### src/rtl/parc_core_rob_scoreboard_pkg.sv
// Shared widths, resolve encodings and the writeback-window entry type for the
// issue-side ROB scoreboard.
package parc_core_rob_scoreboard_pkg;
  localparam int NREGS   = 32;
  localparam int REG_W   = 5;
  localparam int SLOT_W  = 4;
  localparam int MAX_LAT = 4;
  localparam int LAT_W   = $clog2(MAX_LAT);

  localparam logic [1:0] RESOLVE_KILL = 2'b01;
  localparam logic [1:0] RESOLVE_KEEP = 2'b11;

  typedef struct packed {
    logic              v;
    logic [SLOT_W-1:0] slot;
    logic [REG_W-1:0]  waddr;
  } wb_entry_t;
endpackage

### src/rtl/parc_core_wb_window.sv
// Writeback window: shifts toward stage 0 each cycle, squashes killed slots,
// then accepts one new entry at the FU-latency index.
module parc_core_wb_window
  import parc_core_rob_scoreboard_pkg::*;
(
  input  logic              clk,
  input  logic              reset,
  input  logic              ins_en,
  input  logic [LAT_W-1:0]  ins_idx,
  input  logic [SLOT_W-1:0] ins_slot,
  input  logic [REG_W-1:0]  ins_waddr,
  input  logic              kill_en,
  input  logic [SLOT_W-1:0] kill_slot,
  output logic              head_v,
  output logic [SLOT_W-1:0] head_slot,
  output logic [REG_W-1:0]  head_waddr,
  output logic [MAX_LAT-1:0] occ_v
);
  wb_entry_t pipe_q [MAX_LAT];
  wb_entry_t pipe_d [MAX_LAT];

  // Order matters: shift, then kill the shifted contents, then insert.
  always_comb begin
    for (int i = 0; i < MAX_LAT-1; i++) pipe_d[i] = pipe_q[i+1];
    pipe_d[MAX_LAT-1] = '0;
    for (int i = 0; i < MAX_LAT; i++) begin
      if (kill_en && pipe_d[i].slot == kill_slot) pipe_d[i].v = 1'b0;
    end
    if (ins_en) begin
      pipe_d[ins_idx].v     = 1'b1;
      pipe_d[ins_idx].slot  = ins_slot;
      pipe_d[ins_idx].waddr = ins_waddr;
    end
  end

  always_ff @(posedge clk) begin
    if (reset) begin
      for (int i = 0; i < MAX_LAT; i++) pipe_q[i] <= '0;
    end else begin
      pipe_q <= pipe_d;
    end
  end

  always_comb begin
    for (int i = 0; i < MAX_LAT; i++) occ_v[i] = pipe_q[i].v;
  end

  assign head_v     = pipe_q[0].v;
  assign head_slot  = pipe_q[0].slot;
  assign head_waddr = pipe_q[0].waddr;
endmodule

### src/rtl/parc_core_rob_scoreboard.sv
// Issue-side ROB scoreboard: RAW/WAW/writeback-port/ROB-full hazard checks,
// per-register pending tags, and writeback fill generation.
module parc_core_rob_scoreboard
  import parc_core_rob_scoreboard_pkg::*;
(
  input  logic              clk,
  input  logic              reset,
  input  logic              dec_val,
  input  logic              dec_src0_en,
  input  logic              dec_src1_en,
  input  logic [REG_W-1:0]  dec_src0,
  input  logic [REG_W-1:0]  dec_src1,
  input  logic              dec_dst_en,
  input  logic [REG_W-1:0]  dec_dst,
  input  logic [LAT_W-1:0]  dec_lat,
  input  logic              dec_spec,
  output logic              dec_stall,
  output logic              dec_issue,
  output logic              rob_alloc_req_val,
  input  logic              rob_alloc_req_rdy,
  output logic [REG_W-1:0]  rob_alloc_req_preg,
  output logic              rob_alloc_req_spec,
  input  logic [SLOT_W-1:0] rob_alloc_resp_slot,
  output logic              rob_fill_val,
  output logic [SLOT_W-1:0] rob_fill_slot,
  output logic [REG_W-1:0]  wb_waddr,
  input  logic [SLOT_W-1:0] rob_spec_resolve_slot,
  input  logic [1:0]        rob_spec_resolve_result,
  input  logic              rob_commit_wen,
  input  logic [SLOT_W-1:0] rob_commit_slot,
  input  logic [REG_W-1:0]  rob_commit_rf_waddr
);
  logic [NREGS-1:0]  pend_q, pend_d;
  logic [SLOT_W-1:0] tag_q [NREGS];
  logic [SLOT_W-1:0] tag_d [NREGS];
  logic [MAX_LAT-1:0] occ_v;
  logic [LAT_W:0]    lat_p1;
  logic              raw, waw, wbc, full, kill, ins_en;

  // Hazards look only at registered state; a clear landing this cycle is not
  // forwarded, so a dependent instruction waits one extra cycle.
  assign raw = (dec_src0_en && dec_src0 != '0 && pend_q[dec_src0]) ||
               (dec_src1_en && dec_src1 != '0 && pend_q[dec_src1]);
  assign waw = dec_dst_en && dec_dst != '0 && pend_q[dec_dst];
  assign lat_p1 = {1'b0, dec_lat} + (LAT_W+1)'(1);
  assign wbc = dec_dst_en && (lat_p1 < (LAT_W+1)'(MAX_LAT)) && occ_v[lat_p1[LAT_W-1:0]];
  assign full = dec_dst_en && !rob_alloc_req_rdy;

  // Allocation handshake: the slot is taken on a cycle with val && rdy, and
  // resp_slot is valid in that same cycle. val is raised whenever only the
  // ROB is blocking, so it never waits on rdy.
  assign rob_alloc_req_val  = dec_val && dec_dst_en && !(raw || waw || wbc);
  assign rob_alloc_req_preg = dec_dst;
  assign rob_alloc_req_spec = dec_spec;
  assign dec_stall = dec_val && (raw || waw || wbc || full);
  assign dec_issue = dec_val && !dec_stall;

  assign kill   = rob_spec_resolve_result == RESOLVE_KILL;
  assign ins_en = dec_issue && dec_dst_en;

  // Clears first, issue set last so the issue wins on the same register.
  always_comb begin
    pend_d = pend_q;
    tag_d  = tag_q;
    for (int r = 1; r < NREGS; r++) begin
      if (kill && tag_q[r] == rob_spec_resolve_slot) pend_d[r] = 1'b0;
    end
    if (rob_commit_wen && pend_q[rob_commit_rf_waddr] &&
        tag_q[rob_commit_rf_waddr] == rob_commit_slot) begin
      pend_d[rob_commit_rf_waddr] = 1'b0;
    end
    if (ins_en && dec_dst != '0) begin
      pend_d[dec_dst] = 1'b1;
      tag_d[dec_dst]  = rob_alloc_resp_slot;
    end
    pend_d[0] = 1'b0;
  end

  always_ff @(posedge clk) begin
    if (reset) begin
      pend_q <= '0;
      for (int r = 0; r < NREGS; r++) tag_q[r] <= '0;
    end else begin
      pend_q <= pend_d;
      tag_q  <= tag_d;
    end
  end

  parc_core_wb_window u_window (
    .clk        (clk),
    .reset      (reset),
    .ins_en     (ins_en),
    .ins_idx    (dec_lat),
    .ins_slot   (rob_alloc_resp_slot),
    .ins_waddr  (dec_dst),
    .kill_en    (kill),
    .kill_slot  (rob_spec_resolve_slot),
    .head_v     (rob_fill_val),
    .head_slot  (rob_fill_slot),
    .head_waddr (wb_waddr),
    .occ_v      (occ_v)
  );
endmodule
### config.mk
export PLATFORM = sky130hd
export DESIGN_NAME = parc_core_rob_scoreboard
export DESIGN_NICKNAME = d
export VERILOG_FILES = /design/src/rtl/parc_core_rob_scoreboard_pkg.sv /design/src/rtl/parc_core_wb_window.sv /design/src/rtl/parc_core_rob_scoreboard.sv
export SDC_FILE = /design/constraint.sdc
export NUM_CORES = 1
export LEC_CHECK = 0
export BUFFER_PORTS_ARGS = -buffer_cell sky130_fd_sc_hd__buf_2
export CORE_ASPECT_RATIO = 1.5
export CORE_UTILIZATION = 29
export CTS_BUF_LIST = sky130_fd_sc_hd__clkbuf_16
export CTS_CLUSTER_DIAMETER = 30
export DETAILED_ROUTE_END_ITERATION = 12
export GPL_TIMING_DRIVEN = 0
export HOLD_SLACK_MARGIN = 0.08
export PLACE_DENSITY = 0.51
export SYNTH_ARGS = -nofsm -noshare
export SYNTH_HDL_FRONTEND = slang
export SYNTH_SLANG_ARGS = --single-unit
### constraint.sdc
create_clock -name clk -period 3.12 [get_ports clk]
set_input_delay 0.312 -clock clk [delete_from_list [all_inputs] [get_ports clk]]
set_output_delay 0.312 -clock clk [all_outputs]
set_load 0.02 [all_outputs]
==> impl_results.md <==
* Internal power at slightly below 4000 uW
* Register share of total power at 45.6%
* Critical path required time at 3.49 ns
* Distinct cells, synth at 60
* Slowest library cell on the worst path: or4_1
* CTS tree: yes
* Final HPWL DP at about 39,000 um
* Post-synthesis sequential area ratio at 34.10%
* Status: finished with violations
* Rel. slew slack at between 15 and 20%
* Switch share at between 20% and 30%
* Fin crit period at 3.120 ns
* Die Y at ~250 um
* Die width at roughly 170 um
* Fin. Hold Viols at 0
* DRT Wirelength at around 50,000 um
* Yosys synthesis warning count at 0
* Vias at roughly 10,000
* Antenna Nets Post-Route at 0
* Cts hold-fix bufs at 0
* Vias/cell at 5.535
* Cell count after synthesis at between 1,000 and 1,500
* First-pass DRT Iterations at 11
* Drt wl/cell at 26.36 um
* CTS Buffer Depth at 2
* Maximum vdd drop at about 0.00039 V
* # clock sinks at 199
* GPL Wtd Cong at 1.010
* Storage cell area at ~0.0040 mm^2
* Site Rows at approximately 90
* Critical path type: in2reg
* Grt total ovfl at 0
* Placed cell count at 1,855
* Max frequency at roughly 320 MHz
* TritonCTS Buffers at 17
* Area delta synth->final at 14.31%
* Ys async rst share at 0%
* RSZ-0062 raised after global routing: true
* Largest net degree at the start of global routing at 21
* Max H-tree Level at 4
* Non-Filler Instances at 1,891
* Synth Register Bits at between 150 and 200
* Final core occ at between 30% and 40%
* Final Cycle Share at between 90% and 100%
* Die footprint at 0.04111 mm^2
* Comb power frac at 12.7%
* Number of global-route vias before repair at roughly 10,000
* Post-route DRC at 12
* Share of layout cells above drive strength 1 at 15.17%
* I/O pin total at between 60 and 70
* Netlist Area Pre-Place at roughly 0.012 mm^2
* Filler Cell Count at 4,124
* Synth Area per Inst at around 9 um^2
* CTS root buffer: clkbuf_16
* Failing checks: design-rule violations
* Crit-path most repeated cell: buf_6
* Post-synth EDFFs at 0
* Largest stage delay, worst path at ~0.53 ns
* DRT iter0 DRCs at around 970
* Initial Utilization at 29.56%
* CP Data Arrival Time at around 3.5 ns
* Crit-path cells: buf_6 -> buf_6 -> buf_4 -> mux2i_4 -> o22ai_1 -> nor4_1 -> nand2_1 -> a21oi_1 -> o211ai_1 -> clkbuf_4 -> or4_1 -> a22o_1
* Pwr/cell area at roughly 420 mW/mm^2
* Crit Path Max Fanout at 10
* Number of diodes at 0
* Multi-input logic area at about 0.0071 mm^2
* Worst slew pin tran at around 1.2 ns
* Initial antenna violation count at 2
* Synthesized Nets at between 1,000 and 1,500
* First-pass GRT wire length at about 72,000 um
* Crit end category: register
* # port buffers at 51
* Hold Crit Class: in2reg
* Top FF cell, synth: dfxtp_1
* Clk pwr share at a little over two fifths
* Setup Skew at 0.01219 ns
* Setup Viol. Count Final at 0
* Clock Pin Slew Worst Setup and Hold Paths at about 0.080 ns
* Largest delay share family, worst path: simple AND/OR/NAND/NOR gates
* # Max-Cap Violations at 0
* Startpoint types: input port
* Count of buffer and inverter cells on the critical path at 4
* Max Slew Vio Count at 0
* Core Area at 0.03953 mm^2
* Worst-Skew Late Latency at ~0.47 ns
* Final net count at around 1,400
* Net switching power at around 1700 uW
* Leakage at around 0.0050 uW
* Global-route usage over all layers at approximately a quarter
per-stage QoR:
| step | worst slack [ns] | hold slack, ns | TNS [ns] | power, uW | area [um^2] |
|---|---|---|---|---|---|
| floorplan | 0.2813 | 0.4374 | 0 | 3036 | 11680 |
| global placement | -0.5914 | 0.4436 | -37.33 | 3288 | 12560 |
| detailed placement | -0.5944 | 0.4541 | -32.80 | 3292 | 12580 |
| CTS | 0.0002192 | 0.1908 | 0 | 5610 | 13260 |
| global route | -0.01152 | 0.1983 | -0.02172 | 5755 | 13360 |
| finish | 0.0004914 | 0.1952 | 0 | 5599 | 13360 |
cells by family (layout without fill, tap and decap cells):
kind of cell | after synthesis | count (layout) | synth area share [%]
xor gates and xnor gates | 137 | 137 | 10.27
adders and majority gates | 4 | 4 | 0.4284
DFF | 199 | 199 | 34.10
AOI/OAI and AO/OA | 214 | 214 | 12.51
muxes | 212 | 212 | 20.45
and+or+nand+nor | 392 | 392 | 16.31
buffers and inverters | 145 | 233 | 5.933
state kept, by name, summed over array words and instances (netlist names):
| signal | flops |
|---|---|
| tag_q | 128 |
| pend_q | 31 |
| u_window.pipe_q | 27 |
| u_window.head_waddr | 5 |
| u_window.head_slot | 4 |
| u_window.occ_v | 3 |
| u_window.head_v | 1 |
final cells by class:
cell class                 instances  area share [%]
multi-input combinational        959           53.10
sequential                       199           29.98
buffer                           135           5.097
tap                              500           4.684
clock buffer                      17           3.185
timing repair buffer              58           2.342
clock inverter                    15           1.387
inverter                           8          0.2248
path summary, 6_finish.rpt:
kind	from	to	slack, ns	cells after the start
max	rob_commit_rf_waddr[1]	pend_q[24]	0.0005	12
min	rob_alloc_resp_slot[1]	tag_q[73]	0.20	3
max reg2reg	pend_q[7]	tag_q[114]	0.11	10
min reg2reg	u_window.pipe_q[14]	u_window.pipe_q[24]	0.46	2
metal layers:
layer	share of wire (%)	vias up	GRT usage [%]
met5	0.026	-	0
met1	38	5069	26.30
met4	7.7	2	19.35
met3	5.0	139	3.700
li1	-	4805	-
met2	49	452	43.44
power groups by stage:
| stage | clock (uW) | sequential (uW) | combinational, uW |
|---|---|---|---|
| final | 2340 | 2550 | 709 |
| after global routing | 2460 | 2550 | 745 |
| after CTS | 2370 | 2550 | 690 |
| after detailed placement | 0 | 2610 | 677 |
| after global placement | 0 | 2610 | 673 |
| after floorplan | 0 | 2610 | 425 |
worst min-delay path, cell delays in order:
cell     delay, ns
buf_2         0.16
nand4_1       0.09
a21oi_1       0.06
layout by cell type, fill, tap and decap left out, types with 34 or more instances in the layout:
cell,count
clkbuf_1,81
nand2_1,103
xor2_1,34
nor2_1,106
o21ai_0,47
buf_2,65
dfxtp_1,185
a21oi_1,43
xnor2_1,103
mux2i_1,184
nand3_1,73
synth_stat cells (6+ instances only):
cell      instances  share of area (%)
nand4_1          12               0.64
buf_2            20               0.86
nor2b_1          12               0.64
o311a_1          20                1.7
o41ai_1          24                1.8
dfxtp_1         199                 34
clkbuf_1         88                2.8
xnor2_1         103                7.7
nor4_1           11               0.59
o22ai_1          33                1.8
mux4_2           21                4.0
and2_1           15               0.80
o31a_1            8               0.60
a21oi_1          44                1.9
o21ai_0          47                2.0
xor2_1           34                2.5
nand3_1          73                3.1
nand2b_1          6               0.32
mux2i_1         187                 16
nor3_1           11               0.47
inv_1             7               0.22
a31o_2           12               0.90
nand2_1         103                3.3
buf_4            19                1.2
and3_1           10               0.54
buf_6             7               0.67
nor2_1          108                3.5
timing repair:
item | 4_1_cts | 5_1_grt
setup buffers | 3 | 3
pin swaps | 4 | 4
endpoints found under the hold margin | 0 | 0
resized for setup | 20 | 24
setup endpoints to repair | 30 | 68
gates cloned | 0 | 0
(Power assumes the default switching activity.)
